===== src/rtl/if_insn_queue.sv =====
// if_insn_queue: the ID-side end of the IF/ID pipeline register.
// A small FIFO of {pc, pc_plus4, insn} triples. It holds IF back with if_stall
// when full, hands the head entry to ID over valid/ready, and flush empties it.
`ifndef ISA_NOP
`define ISA_NOP 32'h00000013
`endif

module if_insn_queue #(
   parameter int DEPTH = 4,
   parameter int PTR_W = 2
) (
   input  logic             clk,
   input  logic             reset,
   input  logic [31:0]      if_pc,
   input  logic [31:0]      if_pc_plus4,
   input  logic [31:0]      if_insn,
   input  logic             if_en,
   output logic             if_stall,
   input  logic             flush,
   output logic [31:0]      id_pc,
   output logic [31:0]      id_pc_plus4,
   output logic [31:0]      id_insn,
   output logic             id_valid,
   input  logic             id_ready,
   output logic [PTR_W:0]   q_count
);

   localparam logic [PTR_W:0] FULL_CNT = (PTR_W + 1)'(DEPTH);

   logic [PTR_W-1:0] wr_ptr_q, wr_ptr_d;
   logic [PTR_W-1:0] rd_ptr_q, rd_ptr_d;
   logic [PTR_W:0]   count_q, count_d;
   logic             push, pop;

   logic [31:0] pc_mem       [DEPTH];
   logic [31:0] pc_plus4_mem [DEPTH];
   logic [31:0] insn_mem     [DEPTH];

   // Occupancy alone separates full from empty; the pointers simply wrap.
   assign if_stall = (count_q == FULL_CNT);
   assign id_valid = (count_q != '0);
   assign q_count  = count_q;

   // Flush wins over every request; a full queue never accepts a push.
   assign push = if_en & ~if_stall & ~flush;
   assign pop  = id_valid & id_ready & ~flush;

   // Head entry is shown directly; an empty queue presents a NOP bubble.
   always_comb begin
      id_pc       = 32'h0;
      id_pc_plus4 = 32'h0;
      id_insn     = `ISA_NOP;
      if (id_valid) begin
         id_pc       = pc_mem[rd_ptr_q];
         id_pc_plus4 = pc_plus4_mem[rd_ptr_q];
         id_insn     = insn_mem[rd_ptr_q];
      end
   end

   // Next-state for pointers and occupancy.
   always_comb begin
      wr_ptr_d = wr_ptr_q;
      rd_ptr_d = rd_ptr_q;
      count_d  = count_q;
      if (flush) begin
         wr_ptr_d = '0;
         rd_ptr_d = '0;
         count_d  = '0;
      end else begin
         if (push) wr_ptr_d = wr_ptr_q + 1'b1;
         if (pop)  rd_ptr_d = rd_ptr_q + 1'b1;
         case ({push, pop})
            2'b10:   count_d = count_q + 1'b1;
            2'b01:   count_d = count_q - 1'b1;
            default: count_d = count_q;
         endcase
      end
   end

   // Control state register; reset behaves like a flush.
   always_ff @(posedge clk) begin
      if (reset) begin
         wr_ptr_q <= '0;
         rd_ptr_q <= '0;
         count_q  <= '0;
      end else begin
         wr_ptr_q <= wr_ptr_d;
         rd_ptr_q <= rd_ptr_d;
         count_q  <= count_d;
      end
   end

   // Entry storage; contents need no reset since count gates visibility.
   always_ff @(posedge clk) begin
      if (push) begin
         pc_mem[wr_ptr_q]       <= if_pc;
         pc_plus4_mem[wr_ptr_q] <= if_pc_plus4;
         insn_mem[wr_ptr_q]     <= if_insn;
      end
   end

endmodule

===== config.mk =====
export PLATFORM = sky130hd
export DESIGN_NAME = if_insn_queue
export DESIGN_NICKNAME = d
export VERILOG_FILES = /design/src/rtl/if_insn_queue.sv
export SDC_FILE = /design/constraint.sdc
export NUM_CORES = 1
export LEC_CHECK = 0
export CAP_MARGIN = 25
export CORE_MARGIN = 2
export CORE_UTILIZATION = 53
export DETAILED_ROUTE_END_ITERATION = 10
export PLACE_DENSITY = 0.74
export SKIP_CTS_REPAIR_TIMING = 1
export SYNTH_ARGS = -nofsm -noshare
export SYNTH_HDL_FRONTEND = slang
export SYNTH_SLANG_ARGS = --single-unit

===== constraint.sdc =====
create_clock -name clk -period 8.15 [get_ports clk]
set_input_delay 1.2225 -clock clk [delete_from_list [all_inputs] [get_ports clk]]
set_output_delay 1.2225 -clock clk [all_outputs]
set_load 0.005 [all_outputs]

# Yosys cells after proc, flatten, opt, wreduce, memory -nomap -nowiden
# Memory sizes are Yosys's and may differ from the RTL's. A register that Yosys moved wholly into a read port is not among the register bits.
# Index checks and enable logic that the tools add are counted.
# W data, S select, Z words.
dict set report word_totals {
  wordCells 34
  regBits 7
  ram_bits 384
  output_inout_bits 101
  memories 3
  in_bits 101
}
dict set report op_classes {
  n_mux 12
  eq_ne 3
  addsub 4
  n_reduce_logical 3
  bitwise_logic 6
}
# name words width read_ports rd_ports_with_merged_regs wr line
set mem_list {}
lappend mem_list {insn_mem 4 32 1 1 1 37} ;# logic [31:0] insn_mem [DEPTH];
lappend mem_list {pc_mem 4 32 1 1 1 35} ;# logic [31:0] pc_mem [DEPTH];
lappend mem_list {pc_plus4_mem 4 32 1 1 1 36} ;# logic [31:0] pc_plus4_mem [DEPTH];
# cell count
set op_table {}
lappend op_table {{$mux W32} 3}
lappend op_table {{$mux W2} 6}
lappend op_table {{$pmux W3 S2} 1}
lappend op_table {{$add A2 B1 Y2 const B} 2}
lappend op_table {{$and A1 B1 Y1} 4}
lappend op_table {{$add A3 B1 Y3 const B} 1}
lappend op_table {{$eq A3 B3 Y1 const B} 1}
lappend op_table {{$reduce_bool A3 Y1} 1}
lappend op_table {{$sub A3 B1 Y3 const B} 1}
lappend op_table {{$eq A2 B1 Y1 const B} 1}
lappend op_table {{$eq A2 B2 Y1 const B} 1}
lappend op_table {{$mux W1} 2}
lappend op_table {{$not A1 Y1} 2}
lappend op_table {{$reduce_bool A2 Y1} 1}
lappend op_table {{$reduce_or A2 Y1} 1}

# Logic depth before layout (Yosys ltp)
dict set report logic_depth {
  word_depth 6
  depth_mapped 10
  mapped_depth_nobuf 9
}

# Worst setup path before layout
# OpenSTA, ideal clock, no wires.
dict set report synth_timing {
  kind {input -> register}
  startpoint {input port if_en}
  endpoint {memory insn_mem[0][0], enable pin}
  required_time_ns 7.684
  n_path_buf 0
  stages 2
  slack_ns 3.844
  setup_time_ns 0.466
  arrival_time_ns 3.840
  path_cell_list {nor2b_1 > and3_1}
}
dict set report synth_via {
  elab_chain_cells 4
}
# element line
set synth_rtl {}
lappend synth_rtl {{start, declared} 17} ;# input logic if_en,
lappend synth_rtl {{$and A1 B1 Y1 (2 in a row)} 45} ;# assign push = if_en & ~if_stall & ~flush;
lappend synth_rtl {{$mux W1} 95} ;# if (push) begin
lappend synth_rtl {{$mux W1 (implied by the code)} 98} ;# insn_mem[wr_ptr_q] <= if_insn;
lappend synth_rtl {{end, declared} 37}
# Every way passes these cells.

==> impl_metrics.csv <==
group,metric,value,unit
power_and_ir_drop,max-vdd-ir-drop,0.161,mV
clock_tree,cts_max_level,2,
clock_tree,clk_latency,0.52,ns
synth,seq_area_frac_synth,78.2,%
routing,vias_per_cell,5.49,
synth,synth_area,15000,sq um
setup_path,crit_type,"flip-flop to output pin",
placement,post-dp-hpwl,17500,um
final_layout,antenna_cells,0,
clock_tree,cts_tree,"yes",
final_layout,nNetsFinal,992,
global_routing,grt_pass1_wl,43500,um
floorplan,fp.dieH,172,um
synth,syn_nets,773,
routing,drc,0,
timing,min_period_over_period,57.3,%
clock_tree,cts_root_buf,"clkbuf_16",
routing,drt_iter0_drc,661,
timing,grt_setup_unrepaired,"no",
final_layout,nFillCells,1785,
timing,final-max-slew-violation-count,0,
synth,synth_cell_types,27,
global_routing,grt_util_all_layers,19.9,%
timing,setup_violations,0,
final_layout,syn_to_final_growth,24.8,%
clock_tree,clk_path_buf_depth,3,
final_layout,drive_gt1_share,18.4,%
routing,avgRoutedWirePerCell,22.5,um
clock_tree,cts_sinks,393,
setup_path,worstPathRequired,6.93,ns
global_routing,antenna_found_initial,2,
setup_path,start_kind,"flip-flop",
timing,whs,0.488,ns
power_and_ir_drop,leakagePower,5.87,nW
synth,ys_warn_count,0,
timing,hold_viol,0,
routing,routed_wl,29100,um
clock_tree,numCtsBuffers,39,
setup_path,timing.rr.start,"q_count[0]",
hold_path,hold_class,"flip-flop to flip-flop",
final_layout,final_util,67.3,%
setup_path,arrival,3.45,ns
hold_path,hp-start,"rd_ptr_q[1]",
synth,synthCells,666,
floorplan,io_pins,202,
flow_run,cap_violations,0,
floorplan,core,27800,sq um
global_routing,grt_max_degree,67,
floorplan,dieWidth,172,um
global_routing,gr-total-overflow,0,
timing,max_freq,214,MHz
timing,worst_pin_slew,1.01,ns
routing,num_vias,7087,
synth,syn_area_per_cell,22.5,sq um
placement,io_buffers,201,
power_and_ir_drop,power_density,223,nW/um^2
setup_path,critPathMaxFanout,46,
setup_path,crit_path_end_kind,"output pin",
routing,firstDrtPassIters,5,
timing,min_period,4.67,ns
timing,finClkSkew,0.0114,ns
clock_tree,clk_pin_slew,0.06,ns
timing,slew_headroom,32.6,%
status,outcome,"finished, final reports clean",
timing,setup-tns-final,0,ns
synth,ys_ff_latch,393,
routing,ant_nets,0,
global_routing,grt_pass1_vias,7581,
floorplan,die_area,29600,sq um
floorplan,rows,61,
floorplan,start_util,53.9,%
placement,globalplace.congestion,0.748,
## path summary, 6_finish.rpt
check | endpoint | depth (start not counted) | slack (ns)
worst max-delay path | id_insn[0] | 5 | 3.48
worst min register to register | flip-flop | 2 | 0.49
worst max register to register | pc_mem[0][9] | 3 | 5.50
worst min-delay path | flip-flop | 2 | 0.49
## flip-flops by register name (all words and copies together) (netlist names), named ones only
register      flops
insn_mem        128
pc_mem          128
pc_plus4_mem    128
q_count           3
rd_ptr_q          2
wr_ptr_q          2
## logic make-up (layout without fill, tap and decap cells)
logic type / count (synthesis) / count (layout) / synth area share [%]
muxes: 96 / 96 / 14.4
buffers and inverters: 42 / 290 / 1.51
xor gates and xnor gates: 3 / 3 / 0.176
and+or+nand+nor: 117 / 117 / 4.75
DFF: 393 / 393 / 78.2
adders and majority gates: 6 / 6 / 0.552
AOI/OAI and AO/OA: 9 / 9 / 0.351
## power by group
group	leakage (nW)	switching, mW	internal [mW]
Sequential	3.56	0.00858	2.25
Combinational	1.70	0.0758	0.103
Clock	0.608	0.691	1.05
## critical path, cell delays in order, from the launching register on
cell and delay, ns:
dfxtp_4 0.95, buf_4 0.38, buf_16 0.32, mux4_2 0.55, or2_1 0.22, clkdlybuf4s50_1 0.44
## layout make-up
class	count	area [sq um]	area share [%]
multi-input cells	231	3060	16.4
repair buffers	212	2150	11.5
clock inverters	19	191	1.02
clock buffers	51	1060	5.69
inverters	8	30.0	0.161
well taps	378	473	2.53
flip-flops and latches	393	11700	62.7
## per-stage QoR
stage / setup WS [ns] / std cells / cell area [sq um] / power (mW)
6_report: 3.48 / 1292 / 18700 / 4.17
3_5_place_dp: 3.58 / 1221 / 17400 / 2.48
5_1_grt: 3.19 / 1292 / 18700 / 4.30
3_3_place_gp: 3.60 / 1219 / 17300 / 2.47
2_1_floorplan: 3.84 / 666 / 15000 / 2.36
4_1_cts: 3.02 / 1291 / 18700 / 4.21
## per-layer routing
layer,routed length [um],global-route usage [%],vias up
met5,23,0,-
met4,535,5.22,4
met3,1930,4.35,46
met2,15000,34.2,226
met1,11600,26.2,3658
li1,-,-,3153
## cell usage in the layout, fill, tap and decap left out, drive strengths merged
| cell type | n |
|---|---|
| bufinv | 4 |
| ha | 5 |
| a21oi | 4 |
| nor2b | 1 |
| buf | 11 |
| nand4 | 1 |
| or3b | 1 |
| clkinvlp | 2 |
| xor2 | 3 |
| and2 | 94 |
| edfxtp | 384 |
| clkbuf | 51 |
| inv | 8 |
| and3 | 4 |
| dfxtp | 9 |
| or2 | 4 |
| o31ai | 2 |
| mux4 | 96 |
| nand2 | 1 |
| nor3 | 1 |
| clkinv | 13 |
| nor2 | 7 |
| a21o | 1 |
| fa | 1 |
| or3 | 2 |
| nand3 | 1 |
| o21ai | 2 |
| clkdlybuf4s50 | 201 |
## cell usage after synthesis, drive strengths merged
cell type    n  area, sq um
or3b         1         8.76
and2        94          588
dfxtp        9          180
nand3        1         5.00
and3         4         25.0
buf         18          136
nand4        1         6.26
clkbuf      16         60.1
xor2         3         26.3
nor2b        1         6.26
or2          4         25.0
o21ai        2         10.0
a21o         1         7.51
a21oi        4         20.0
or3          2         12.5
o31ai        2         15.0
nor2         7         26.3
nor3         1         5.00
nand2        1         3.75
inv          8         30.0
mux4        96         2160
ha           5         62.6
edfxtp     384        11500
fa           1         20.0
Note: power is estimated with default switching activity, not from simulation.
